[src/rtl/control_pkg.sv]
// Shared control definitions for the instruction-memory writer and the CPU
// decoders: RV32I opcode constants, request kinds and loader FSM states.
// No ports (package).
package control_pkg;

    localparam int OP_WIDTH = 7;

    localparam logic [OP_WIDTH-1:0] OP_LOAD   = 7'b0000011;
    localparam logic [OP_WIDTH-1:0] OP_STORE  = 7'b0100011;
    localparam logic [OP_WIDTH-1:0] OP_RTYPE  = 7'b0110011;
    localparam logic [OP_WIDTH-1:0] OP_BRANCH = 7'b1100011;

    typedef enum logic [1:0] {
        KIND_LW    = 2'b00,
        KIND_SW    = 2'b01,
        KIND_RTYPE = 2'b10,
        KIND_BEQ   = 2'b11
    } req_kind_t;

    typedef enum logic [1:0] {
        ST_IDLE  = 2'b00,
        ST_LOAD  = 2'b01,
        ST_DRAIN = 2'b10,
        ST_DONE  = 2'b11
    } loader_state_t;

endpackage

[src/rtl/instr_encoder.sv]
// Combinational encoder: turns one symbolic request into an RV32I word and
// flags whether the request can be represented legally.
//   kind_i      request kind (lw / sw / R-type / beq)
//   rd_i, rs1_i, rs2_i  register indices
//   funct3_i, funct7b5_i  R-type function fields
//   imm_i       13-bit signed immediate
//   word_o      encoded instruction
//   legal_o     1 when the request is encodable
module instr_encoder
    import control_pkg::*;
(
    input  req_kind_t   kind_i,
    input  logic [4:0]  rd_i,
    input  logic [4:0]  rs1_i,
    input  logic [4:0]  rs2_i,
    input  logic [2:0]  funct3_i,
    input  logic        funct7b5_i,
    input  logic [12:0] imm_i,
    output logic [31:0] word_o,
    output logic        legal_o
);

    always_comb begin
        word_o  = '0;
        legal_o = 1'b0;
        unique case (kind_i)
            KIND_LW: begin
                word_o  = {imm_i[11:0], rs1_i, 3'b010, rd_i, OP_LOAD};
                // 12-bit I-immediate: bit 12 must be a pure sign extension
                legal_o = (imm_i[12] == imm_i[11]);
            end
            KIND_SW: begin
                word_o  = {imm_i[11:5], rs2_i, rs1_i, 3'b010, imm_i[4:0], OP_STORE};
                legal_o = (imm_i[12] == imm_i[11]);
            end
            KIND_RTYPE: begin
                word_o  = {1'b0, funct7b5_i, 5'b00000, rs2_i, rs1_i, funct3_i, rd_i, OP_RTYPE};
                // only sub and sra carry funct7 bit 5
                legal_o = !funct7b5_i || (funct3_i == 3'b000) || (funct3_i == 3'b101);
            end
            KIND_BEQ: begin
                word_o  = {imm_i[12], imm_i[10:5], rs2_i, rs1_i, 3'b000,
                           imm_i[4:1], imm_i[11], OP_BRANCH};
                legal_o = (imm_i[0] == 1'b0);
            end
            default: begin
                word_o  = '0;
                legal_o = 1'b0;
            end
        endcase
    end

endmodule

[src/rtl/instr_mem_loader.sv]
// Sequential instruction-memory writer. Accepts symbolic requests over a
// valid/ready handshake, encodes them and writes one word per cycle upward
// from base_addr_i through a registered write port.
//   clk_i, rst_i          clock, synchronous active-high reset
//   start_i, finish_i     arm at base_addr_i / end of program
//   base_addr_i           first byte address (low two bits ignored)
//   req_*_i, req_ready_o  request handshake and fields
//   mem_we_o, mem_addr_o, mem_wdata_o  instruction memory write port
//   count_o, full_o, err_o, done_o     status
module instr_mem_loader
    import control_pkg::*;
#(
    parameter int ADDR_WIDTH = 8,
    parameter int DATA_WIDTH = 32
) (
    input  logic                  clk_i,
    input  logic                  rst_i,
    input  logic                  start_i,
    input  logic                  finish_i,
    input  logic [ADDR_WIDTH-1:0] base_addr_i,
    input  logic                  req_valid_i,
    output logic                  req_ready_o,
    input  logic [1:0]            req_kind_i,
    input  logic [4:0]            req_rd_i,
    input  logic [4:0]            req_rs1_i,
    input  logic [4:0]            req_rs2_i,
    input  logic [2:0]            req_funct3_i,
    input  logic                  req_funct7b5_i,
    input  logic [12:0]           req_imm_i,
    output logic                  mem_we_o,
    output logic [ADDR_WIDTH-1:0] mem_addr_o,
    output logic [DATA_WIDTH-1:0] mem_wdata_o,
    output logic [ADDR_WIDTH-2:0] count_o,
    output logic                  full_o,
    output logic                  err_o,
    output logic                  done_o
);

    localparam logic [ADDR_WIDTH-1:0] LAST_ADDR = {{(ADDR_WIDTH-2){1'b1}}, 2'b00};
    localparam logic [ADDR_WIDTH-1:0] WORD_MASK = ~ADDR_WIDTH'(3);

    loader_state_t         state_q, state_d;
    logic [ADDR_WIDTH-1:0] ptr_q, ptr_d;
    logic [ADDR_WIDTH-2:0] count_q, count_d;
    logic                  full_q, full_d;
    logic                  err_q, err_d;
    logic                  we_q, we_d;
    logic [ADDR_WIDTH-1:0] addr_q, addr_d;
    logic [DATA_WIDTH-1:0] wdata_q, wdata_d;

    logic [31:0] enc_word;
    logic        enc_legal;
    logic        accept;

    instr_encoder u_encoder (
        .kind_i     (req_kind_t'(req_kind_i)),
        .rd_i       (req_rd_i),
        .rs1_i      (req_rs1_i),
        .rs2_i      (req_rs2_i),
        .funct3_i   (req_funct3_i),
        .funct7b5_i (req_funct7b5_i),
        .imm_i      (req_imm_i),
        .word_o     (enc_word),
        .legal_o    (enc_legal)
    );

    // finish and start are the only same-cycle inputs allowed to gate ready;
    // a start cycle re-arms the loader, so a request offered then is not taken.
    assign req_ready_o = (state_q == ST_LOAD) && !full_q && !finish_i && !start_i;
    assign accept      = req_valid_i && req_ready_o;

    always_comb begin
        state_d = state_q;
        ptr_d   = ptr_q;
        count_d = count_q;
        full_d  = full_q;
        err_d   = err_q;
        we_d    = 1'b0;
        addr_d  = addr_q;
        wdata_d = wdata_q;

        if (start_i) begin
            state_d = ST_LOAD;
            ptr_d   = base_addr_i & WORD_MASK;
            count_d = '0;
            full_d  = 1'b0;
            err_d   = 1'b0;
        end else begin
            unique case (state_q)
                ST_LOAD: begin
                    if (finish_i) begin
                        state_d = we_q ? ST_DRAIN : ST_DONE;
                    end else if (accept) begin
                        if (enc_legal) begin
                            we_d    = 1'b1;
                            addr_d  = ptr_q;
                            wdata_d = DATA_WIDTH'(enc_word);
                            count_d = count_q + (ADDR_WIDTH-1)'(1);
                            // stop at the top of memory instead of wrapping
                            if (ptr_q == LAST_ADDR) begin
                                full_d = 1'b1;
                            end else begin
                                ptr_d = ptr_q + ADDR_WIDTH'(4);
                            end
                        end else begin
                            err_d = 1'b1;
                        end
                    end
                end
                ST_DRAIN: state_d = ST_DONE;
                default:  state_d = state_q;
            endcase
        end
    end

    always_ff @(posedge clk_i) begin
        if (rst_i) begin
            state_q <= ST_IDLE;
            ptr_q   <= '0;
            count_q <= '0;
            full_q  <= 1'b0;
            err_q   <= 1'b0;
            we_q    <= 1'b0;
            addr_q  <= '0;
            wdata_q <= '0;
        end else begin
            state_q <= state_d;
            ptr_q   <= ptr_d;
            count_q <= count_d;
            full_q  <= full_d;
            err_q   <= err_d;
            we_q    <= we_d;
            addr_q  <= addr_d;
            wdata_q <= wdata_d;
        end
    end

    assign mem_we_o    = we_q;
    assign mem_addr_o  = addr_q;
    assign mem_wdata_o = wdata_q;
    assign count_o     = count_q;
    assign full_o      = full_q;
    assign err_o       = err_q;
    assign done_o      = (state_q == ST_DONE);

endmodule

[config.mk]
export PLATFORM = sky130hd
export DESIGN_NAME = instr_mem_loader
export DESIGN_NICKNAME = d
export VERILOG_FILES = /design/src/rtl/control_pkg.sv /design/src/rtl/instr_encoder.sv /design/src/rtl/instr_mem_loader.sv
export SDC_FILE = /design/constraint.sdc
export NUM_CORES = 1
export LEC_CHECK = 0
export ABC_AREA = 1
export BUFFER_PORTS_ARGS = -buffer_cell sky130_fd_sc_hd__clkbuf_2
export CORE_MARGIN = 2
export CORE_UTILIZATION = 42
export DETAILED_ROUTE_END_ITERATION = 10
export GPL_TIMING_DRIVEN = 0
export PLACE_DENSITY = 0.83
export SYNTH_ARGS = -nofsm -noshare
export SYNTH_HDL_FRONTEND = slang
export SYNTH_SLANG_ARGS = --single-unit
[constraint.sdc]
create_clock -name clk_i -period 1.3 [get_ports clk_i]
set_input_delay 0.325 -clock clk_i [delete_from_list [all_inputs] [get_ports clk_i]]
set_output_delay 0.325 -clock clk_i [all_outputs]
set_load 0.02 [all_outputs]
Yosys cells after proc, flatten, opt, wreduce, memory -nomap -nowiden --
Cells that the tools add are included.
Word-level totals: output and inout port bits 52, word-level logic and storage cells 73, bits of input ports 47, register bits after elaboration 60
Cells by class: multiplexer cells 13, add/subtract/negate cells 2, reduce and logical (&&, ||, !) cells 28, bitwise logic cells 7, equal/unequal tests 13
Operators by type and width (count):
- $pmux 32 s4 | 1
- $mux 8 | 6
- $reduce_and 5->1 | 4
- $add 8x3->8 const B | 1
- $eq 2x2->1 const B | 4
- $eq 8x8->1 const B | 1
- $reduce_and 4->1 | 2
- $reduce_bool 2->1 | 4
- $add 7x1->7 const B | 1
- $not 1->1 | 7
- $ne 2x2->1 const B | 3
- $reduce_or 5->1 | 1
- $eq 2x1->1 const B | 2
- $logic_and 1x1->1 | 4
- $logic_not 1->1 | 4
- $pmux 2 s2 | 1
- $reduce_and 2->1 | 2
- $reduce_or 2->1 | 2
- $eq 3x3->1 const B | 1
- $logic_not 3->1 | 1
- $mux 1 | 3
- $ne 3x3->1 const B | 1
- $pmux 1 s3 | 1
- $reduce_bool 3->1 | 1
- other kinds (4) | 5

Longest topological paths before layout --
Gate-level depths: netlist (run 1).
depth after elaboration 9, mapped depth 11, depth with buffers taken out 11

Hierarchy --
From an unflattened synthesis (run 1), not the netlist that was laid out.
Second synthesis, totals: cells, all modules 396, area, all modules 2813.9 um^2
By module, submodules not included:
- instr_mem_loader | cells each 311, times used 1, area an instance 2372.3 um^2, sequential area each 1121.1 um^2
- instr_encoder | cells each 85, times used 1, area an instance 441.7 um^2, sequential area each 0.0 um^2

Worst setup path after synthesis (run 1) --
Ideal clock, no wire load.
path type input port to flip-flop, start input port start_i, end register wdata_q[15], in the netlist mem_wdata_o[15], path slack -0.117 ns, setup time 0.116 ns, data arrival time 1.301 ns, path buffers 2, stages on the path 8, data required time 1.184 ns, path through buf_2 > nor3_1 > nand3_1 > inv_1 > nand2_4 > clkbuf_1 > o21ai_0 > nor2_1
Between the ends: longest elaborated chain between the ends 4, elaborated cells on any way between the ends 5, classes of those cells bitwise (1); reduce/logical (4)
RTL lines:
- start: declaration | RTL line instr_mem_loader.sv:18 | input logic start_i,
- $logic_not 1->1 | RTL line instr_mem_loader.sv:69 | assign req_ready_o = (state_q == ST_LOAD) && !full_q && !finish_i && !start_i;
- $logic_and 1x1->1 | RTL line instr_mem_loader.sv:69
- $logic_and 1x1->1 | RTL line instr_mem_loader.sv:70 | assign accept = req_valid_i && req_ready_o;
- $reduce_and 5->1 (no line) *
- end signal: assignment | RTL line instr_mem_loader.sv:134 | wdata_q <= wdata_d;
- end: declaration | RTL line instr_mem_loader.sv:49 | logic [DATA_WIDTH-1:0] wdata_q, wdata_d;
Mark *: on every way between the ends. The rest lies on a longest branch, timed or not. A chain may end at the register's enable or synchronous reset.

Worst setup path in the final report (run 1) --
start register state_q[1], end output port req_ready_o
Between the ends: longest elaborated chain between the ends 4
RTL lines:
- start: declaration | RTL line instr_mem_loader.sv:42 | loader_state_t state_q, state_d;
- start signal: assignment | RTL line instr_mem_loader.sv:127 | state_q <= state_d;
- $eq 2x1->1 | RTL line instr_mem_loader.sv:69
- $logic_and 1x1->1 (3 in a row) | RTL line instr_mem_loader.sv:69
- end: declaration | RTL line instr_mem_loader.sv:22 | output logic req_ready_o,
No other way between the ends.

==> results.sh, run 1 <==
export IMPL_grt_pass1_vias=2620
export IMPL_finalSetupViolations=48
export IMPL_violations="setup timing"
export IMPL_clk_pin_slew_ns=0.10
export IMPL_synth_warnings=0
export IMPL_synth_top_family_by_area="simple AND/OR/NAND/NOR gates"
export IMPL_ant_nets=0
export IMPL_skew_ns=0.00772
export IMPL_antenna_found_initial=0
export IMPL_peakVddDrop_uv=515
export IMPL_gr_usage_all_layers_pct=23.5
export IMPL_met3WireLength_um=361
export IMPL_start_util_pct=42.8
export IMPL_crit_type="reg -> out"
export IMPL_synth_xor_area_share_pct=1.76
export IMPL_synth_area_um2=2490
export IMPL_design_area_um2=3810
export IMPL_cp_slowest_cell="dfxtp_4"
export IMPL_rsz0062_at_grt="yes"
export IMPL_cts_sinks=53
export IMPL_grt_max_degree=16
export IMPL_cts_root_buf="clkbuf_8"
export IMPL_yosys_area_share_simple_pct=30.1
export IMPL_maxSlewHeadroom_pct=51.4
export IMPL_syn2layout_area_growth_pct=52.9
export IMPL_timing_final_max_slew_violations=0
export IMPL_cts_buffers=5
export IMPL_powerDensity_nw_per_um2=835
export IMPL_maxCapViolCount=0
export IMPL_wl_per_cell_um=13.8
export IMPL_slowest_delay_ns=0.37
export IMPL_start_kind="flop"
export IMPL_fp_dieW_um=81.0
export IMPL_worstPathArrival_ns=1.13
export IMPL_nFillCells=507
export IMPL_tritoncts="yes"
export IMPL_die_h_um=81.0
export IMPL_synth_sequential_area_ratio_pct=42.6
export IMPL_drt_total_wl_mm=7.69
export IMPL_min_path_type="in -> reg"
export IMPL_pin_count=99
export IMPL_die_area_um2=6560
export IMPL_routabilityCongestion=0.842
export IMPL_finalWorstSetupSlack_ns=-0.159
export IMPL_dp_cells=530
export IMPL_ys_seq_elements=53
export IMPL_critical_path_cell_chain="nor2_4 > nand3_2 > nor2_2 > clkbuf_8"
export IMPL_top_layer_used="met4"
export IMPL_p_leak_nw=1.77
export IMPL_fin_crit_sh_pct=112
export IMPL_wl_met1_mm=3.23
export IMPL_critPathMaxFanout=4
export IMPL_cts_hold_buf=0
export IMPL_synth_compound_area_share_pct=12.3
export IMPL_fmax_ghz=0.685
export IMPL_wl_met2_mm=3.87
export IMPL_drc=0
export IMPL_nets=532
export IMPL_avgSynthCellArea_um2=6.90
export IMPL_syn_inst=361
export IMPL_holdWs_ns=0.255
export IMPL_vias_per_cell=5.03
export IMPL_grt_pass1_wl_mm=11.9
export IMPL_cp_data_required_time_ns=0.98
export IMPL_firstDrtPassIters=4
export IMPL_antenna_cells=0
export IMPL_dpl_cell_area_um2=3080
export IMPL_io_buffers=91
export IMPL_dp_hpwl_mm=4.85
export IMPL_finalHoldViolations=0
export IMPL_worst_pin_slew_ns=0.729
export IMPL_cp_end_kind="output port"
export IMPL_stdcell_count=559
export IMPL_min_period_ns=1.46
export IMPL_vias=2812
export IMPL_drive_above_1_share_pct=45.0
export IMPL_synth_fa_ha_area_share_pct=1.01
export IMPL_drtIter0Drc=145
export IMPL_cts_max_path_buffers=2
export IMPL_status="finished, violations left"
export IMPL_regArea_um2=1080
export IMPL_overflow=0
export IMPL_htree_levels=2
export IMPL_synthMuxAreaShare_pct=2.66
export IMPL_multi_input_area_um2=1500
export IMPL_num_rows=28
export IMPL_insertion_delay_ns=0.31
export IMPL_synth_distinct_cells=31
export IMPL_core_area_um2=5820
==> area by class of cell <==
class,instances,area share (%)
clock inverters,2,0.263
multi-input cells,261,39.3
well taps,75,2.47
plain buffers,19,5.42
clock buffers,6,1.91
repair buffers,112,18.6
inverters,31,3.62
flip-flops and latches,53,28.4
==> state kept, by name (all words and copies together), names as in the netlist <==
| name | count |
|---|---|
| mem_addr_o | 6 |
| ptr_q | 6 |
| mem_wdata_o | 29 |
| state_q | 2 |
| count_o | 7 |
| err_o | 1 |
| full_o | 1 |
| mem_we_o | 1 |
==> through the flow <==
stage               util (%)  TNS [ns]  setup WS, ns  power (W)
floorplan                  -    -0.363       -0.0194    0.00199
global placement        53.0    -16.59        -0.418    0.00212
detailed placement      53.0    -17.91        -0.435    0.00214
CTS                     63.3     -6.26        -0.180    0.00313
global route            65.4     -6.07        -0.204    0.00330
finish                  65.4     -3.20        -0.159    0.00318
==> critical path: cells and delay by family (launching register included) <==
family / cells / cell delay (ns)
buf+inv: 1 / 0.16
simple gates: 3 / 0.30
flops: 1 / 0.37
==> routing by layer <==
layer	vias up	track usage, %
li1	1383	-
met4	0	8.64
met2	94	42.6
met1	1314	28.0
met5	-	0
met3	21	3.33
==> synthesized netlist by cell type <==
| cell | number | area share, % |
|---|---|---|
| mux2i_1 | 1 | 0.40 |
| nand2_1 | 67 | 10 |
| o21ai_1 | 1 | 0.20 |
| o22ai_1 | 2 | 0.50 |
| buf_6 | 1 | 0.45 |
| clkinv_2 | 1 | 0.20 |
| ha_1 | 2 | 1.0 |
| xor2_1 | 3 | 1.1 |
| nor3_1 | 4 | 0.80 |
| nand3_1 | 17 | 3.4 |
| o21ai_0 | 38 | 7.6 |
| clkinv_1 | 1 | 0.15 |
| a31oi_1 | 1 | 0.25 |
| inv_1 | 29 | 4.4 |
| xnor2_1 | 2 | 0.70 |
| a21oi_1 | 17 | 3.4 |
| nand2_2 | 2 | 0.50 |
| nor2_4 | 1 | 0.45 |
| mux2_2 | 5 | 2.3 |
| nand4_1 | 5 | 1.3 |
| dfxtp_1 | 53 | 43 |
| clkbuf_2 | 1 | 0.20 |
| nor2_1 | 85 | 13 |
| clkbuf_1 | 6 | 0.90 |
| conb_1 | 1 | 0.15 |
| buf_2 | 3 | 0.60 |
| nand2_4 | 1 | 0.45 |
| or2_0 | 1 | 0.25 |
| buf_4 | 8 | 2.4 |
| buf_1 | 1 | 0.15 |
| o21a_1 | 1 | 0.30 |
==> layout by cell type, fill, tap and decap left out, drive strengths merged <==
cell / instances
a21oi: 17
a31oi: 1
buf: 34
clkbuf: 103
clkinv: 3
clkinvlp: 1
conb: 4
dfxtp: 53
ha: 2
inv: 29
mux2: 5
mux2i: 1
nand2: 71
nand3: 17
nand4: 5
nor2: 86
nor3: 4
o21a: 1
o21ai: 39
o22ai: 2
or2: 1
xnor2: 2
xor2: 3
==> timing repair <==
item / in CTS / in global routing
buffers inserted: 12 / 5
cloned: 8 / 0
gates resized for setup: 102 / 40
pin swaps: 7 / 18
setup endpoints to repair: 51 / 57
==> cells by family (layout without fill, tap and decap cells) <==
group | after synthesis | after routing
mux | 6 | 6
compound gates | 60 | 60
xor+xnor | 5 | 5
other cells | 1 | 4
simple gates | 183 | 184
fa+ha+maj | 2 | 2
buf+inv | 51 | 170
flops | 53 | 53
==> power by group <==
| part | total (W) | switching, W | internal [W] |
|---|---|---|---|
| sequential | 0.00169 | 0.0000351 | 0.00165 |
| clock | 0.000925 | 0.000549 | 0.000375 |
| combinational | 0.000563 | 0.000323 | 0.000239 |
| total | 0.00318 | 0.000908 | 0.00227 |
==> worst paths after layout <==
kind                    from               to  slack (ns)  cells past startpoint
max               state_q[1]      req_ready_o       -0.16                      4
min             req_rs1_i[0]  mem_wdata_o[15]        0.25                      3
max reg2reg       state_q[1]  mem_wdata_o[25]       -0.12                     10
min reg2reg  mem_wdata_o[14]  mem_wdata_o[14]        0.47                      2
Power figures use the tool's default switching activity.
==> inputs of run 2 (changes only) <==
- GPL_TIMING_DRIVEN: 0 -> 1
==> results.sh, run 2 (synthesis gave the netlist of run 1 again) <==
export IMPL_nets=540
export IMPL_drt_total_wl_mm=6.80
export IMPL_place_ws_ns=-0.285
export IMPL_drtIter0Drc=133
export IMPL_htree_levels=2
export IMPL_cp_end_kind="output port"
export IMPL_insertion_delay_ns=0.30
export IMPL_cp_data_required_time_ns=0.98
export IMPL_min_path_type="in -> reg"
export IMPL_powerDensity_nw_per_um2=872
export IMPL_wl_per_cell_um=12.0
export IMPL_gr_usage_all_layers_pct=20.7
export IMPL_grt_max_degree=22
export IMPL_vias_per_cell=4.94
export IMPL_status="finished, violations left"
export IMPL_timing_final_max_slew_violations=0
export IMPL_postLayoutCoreUtil_pct=62.8
export IMPL_min_period_ns=1.49
export IMPL_cts_sinks=53
export IMPL_violations="setup timing"
export IMPL_ant_nets=0
export IMPL_start_util_pct=42.8
export IMPL_finalSetupViolations=19
export IMPL_cts_max_path_buffers=2
export IMPL_worst_path_buf_inv=3
export IMPL_firstDrtPassIters=4
export IMPL_p_leak_nw=1.75
export IMPL_grt_pass1_wl_mm=10.7
export IMPL_antenna_found_initial=0
export IMPL_io_buffers=92
export IMPL_cts_buffers=5
export IMPL_maxCapViolCount=0
export IMPL_start_kind="flop"
export IMPL_pin_count=99
export IMPL_crit_type="reg -> out"
export IMPL_cts_root_buf="clkbuf_8"
export IMPL_fp_dieW_um=81.0
export IMPL_clk_pin_slew_ns=0.09
export IMPL_peakVddDrop_uv=529
export IMPL_drc=0
export IMPL_syn2layout_area_growth_pct=46.6
export IMPL_design_area_um2=3650
export IMPL_tritoncts="yes"
export IMPL_worstPathArrival_ns=1.16
export IMPL_vias=2795
export IMPL_overflow=0
export IMPL_dpl_cell_area_um2=3280
export IMPL_critical_path_cell_chain="inv_2 > nor2_4 > buf_6 > nand3_4 > nor2_4 > buf_6"
export IMPL_finalWorstSetupSlack_ns=-0.190
export IMPL_cts_hold_buf=0
export IMPL_fmax_ghz=0.671
export IMPL_nFillCells=545
export IMPL_skew_ns=0.00705
export IMPL_grt_pass1_vias=2556
export IMPL_slowest_delay_ns=0.35
export IMPL_layout_common_cells="clkbuf_2 (90), nor2_1 (79), nand2_1 (65)"
export IMPL_largest_reg_flops=29
export IMPL_die_area_um2=6560
export IMPL_core_area_um2=5820
export IMPL_drive_above_1_share_pct=38.7
export IMPL_cpLargestDelayFamily="flip-flops"
export IMPL_routabilityCongestion=0.872
export IMPL_final_common_cell="clkbuf_2"
export IMPL_die_h_um=81.0
export IMPL_num_rows=28
export IMPL_critPathMaxFanout=2
export IMPL_fin_crit_sh_pct=115
export IMPL_dp_hpwl_mm=4.93
export IMPL_rsz0062_at_grt="yes"
export IMPL_cp_slowest_cell="dfxtp_2"
export IMPL_antenna_cells=0
export IMPL_ff2ff_setup_slack_ns=-0.13
export IMPL_finalHoldViolations=0
## run 2: through the flow
stage                     hold slack [ns]  power [W]  setup TNS (ns)  cells
after floorplan                     0.477    0.00199          -0.363    364
after global placement              0.450    0.00218           -8.79    552
after detailed placement            0.456    0.00219          -10.16    552
after CTS                           0.269    0.00315          -0.970    565
after global routing                0.269    0.00332           -2.75    566
final                               0.264    0.00318           -1.19    566
## run 2: tightest hold or removal path: stages
cell and delay (ns):
clkbuf_2 0.08, o21ai_1 0.06, nor2_1 0.07
## run 2: routing by layer
layer | vias up | part of all wire [%] | global-route usage (%)
met2 | 92 | 50 | 37.9
met4 | 0 | 2.8 | 9.15
met5 | - | 0 | 0
met1 | 1287 | 41 | 23.5
met3 | 17 | 5.4 | 3.33
li1 | 1399 | - | -
## run 2: timing repair
action | CTS | global route
endpoints found under the hold margin | 0 | 0
setup buffers | 5 | 0
setup endpoints to repair | 22 | 55
pin swaps | 10 | 10
resized for setup | 23 | 55
cloned | 1 | 1
## run 2: final timing paths
check	cells after the start	to	startpoint
setup / recovery	6	req_ready_o	state_q[0]
hold / removal	3	mem_wdata_o[19]	req_rs1_i[4]
setup reg to reg	9	ptr_q[5]	state_q[0]
hold reg to reg	2	mem_wdata_o[6]	mem_wdata_o[6]
## run 2: power breakdown
part	internal (W)	switching, W	leakage, nW
Combinational	0.000254	0.000303	1.27
Clock	0.000422	0.000519	0.0433
Sequential	0.00166	0.0000258	0.432
## run 2: final cells by class
cell class | count | area (um^2) | share of cell area, %
clock buffer | 6 | 82.6 | 2.26
tap | 75 | 93.8 | 2.57
timing repair buffer | 140 | 923 | 25.3
clock inverter | 1 | 7.51 | 0.206
multi-input combinational | 260 | 1340 | 36.7
inverter | 31 | 131 | 3.60
sequential | 53 | 1070 | 29.3
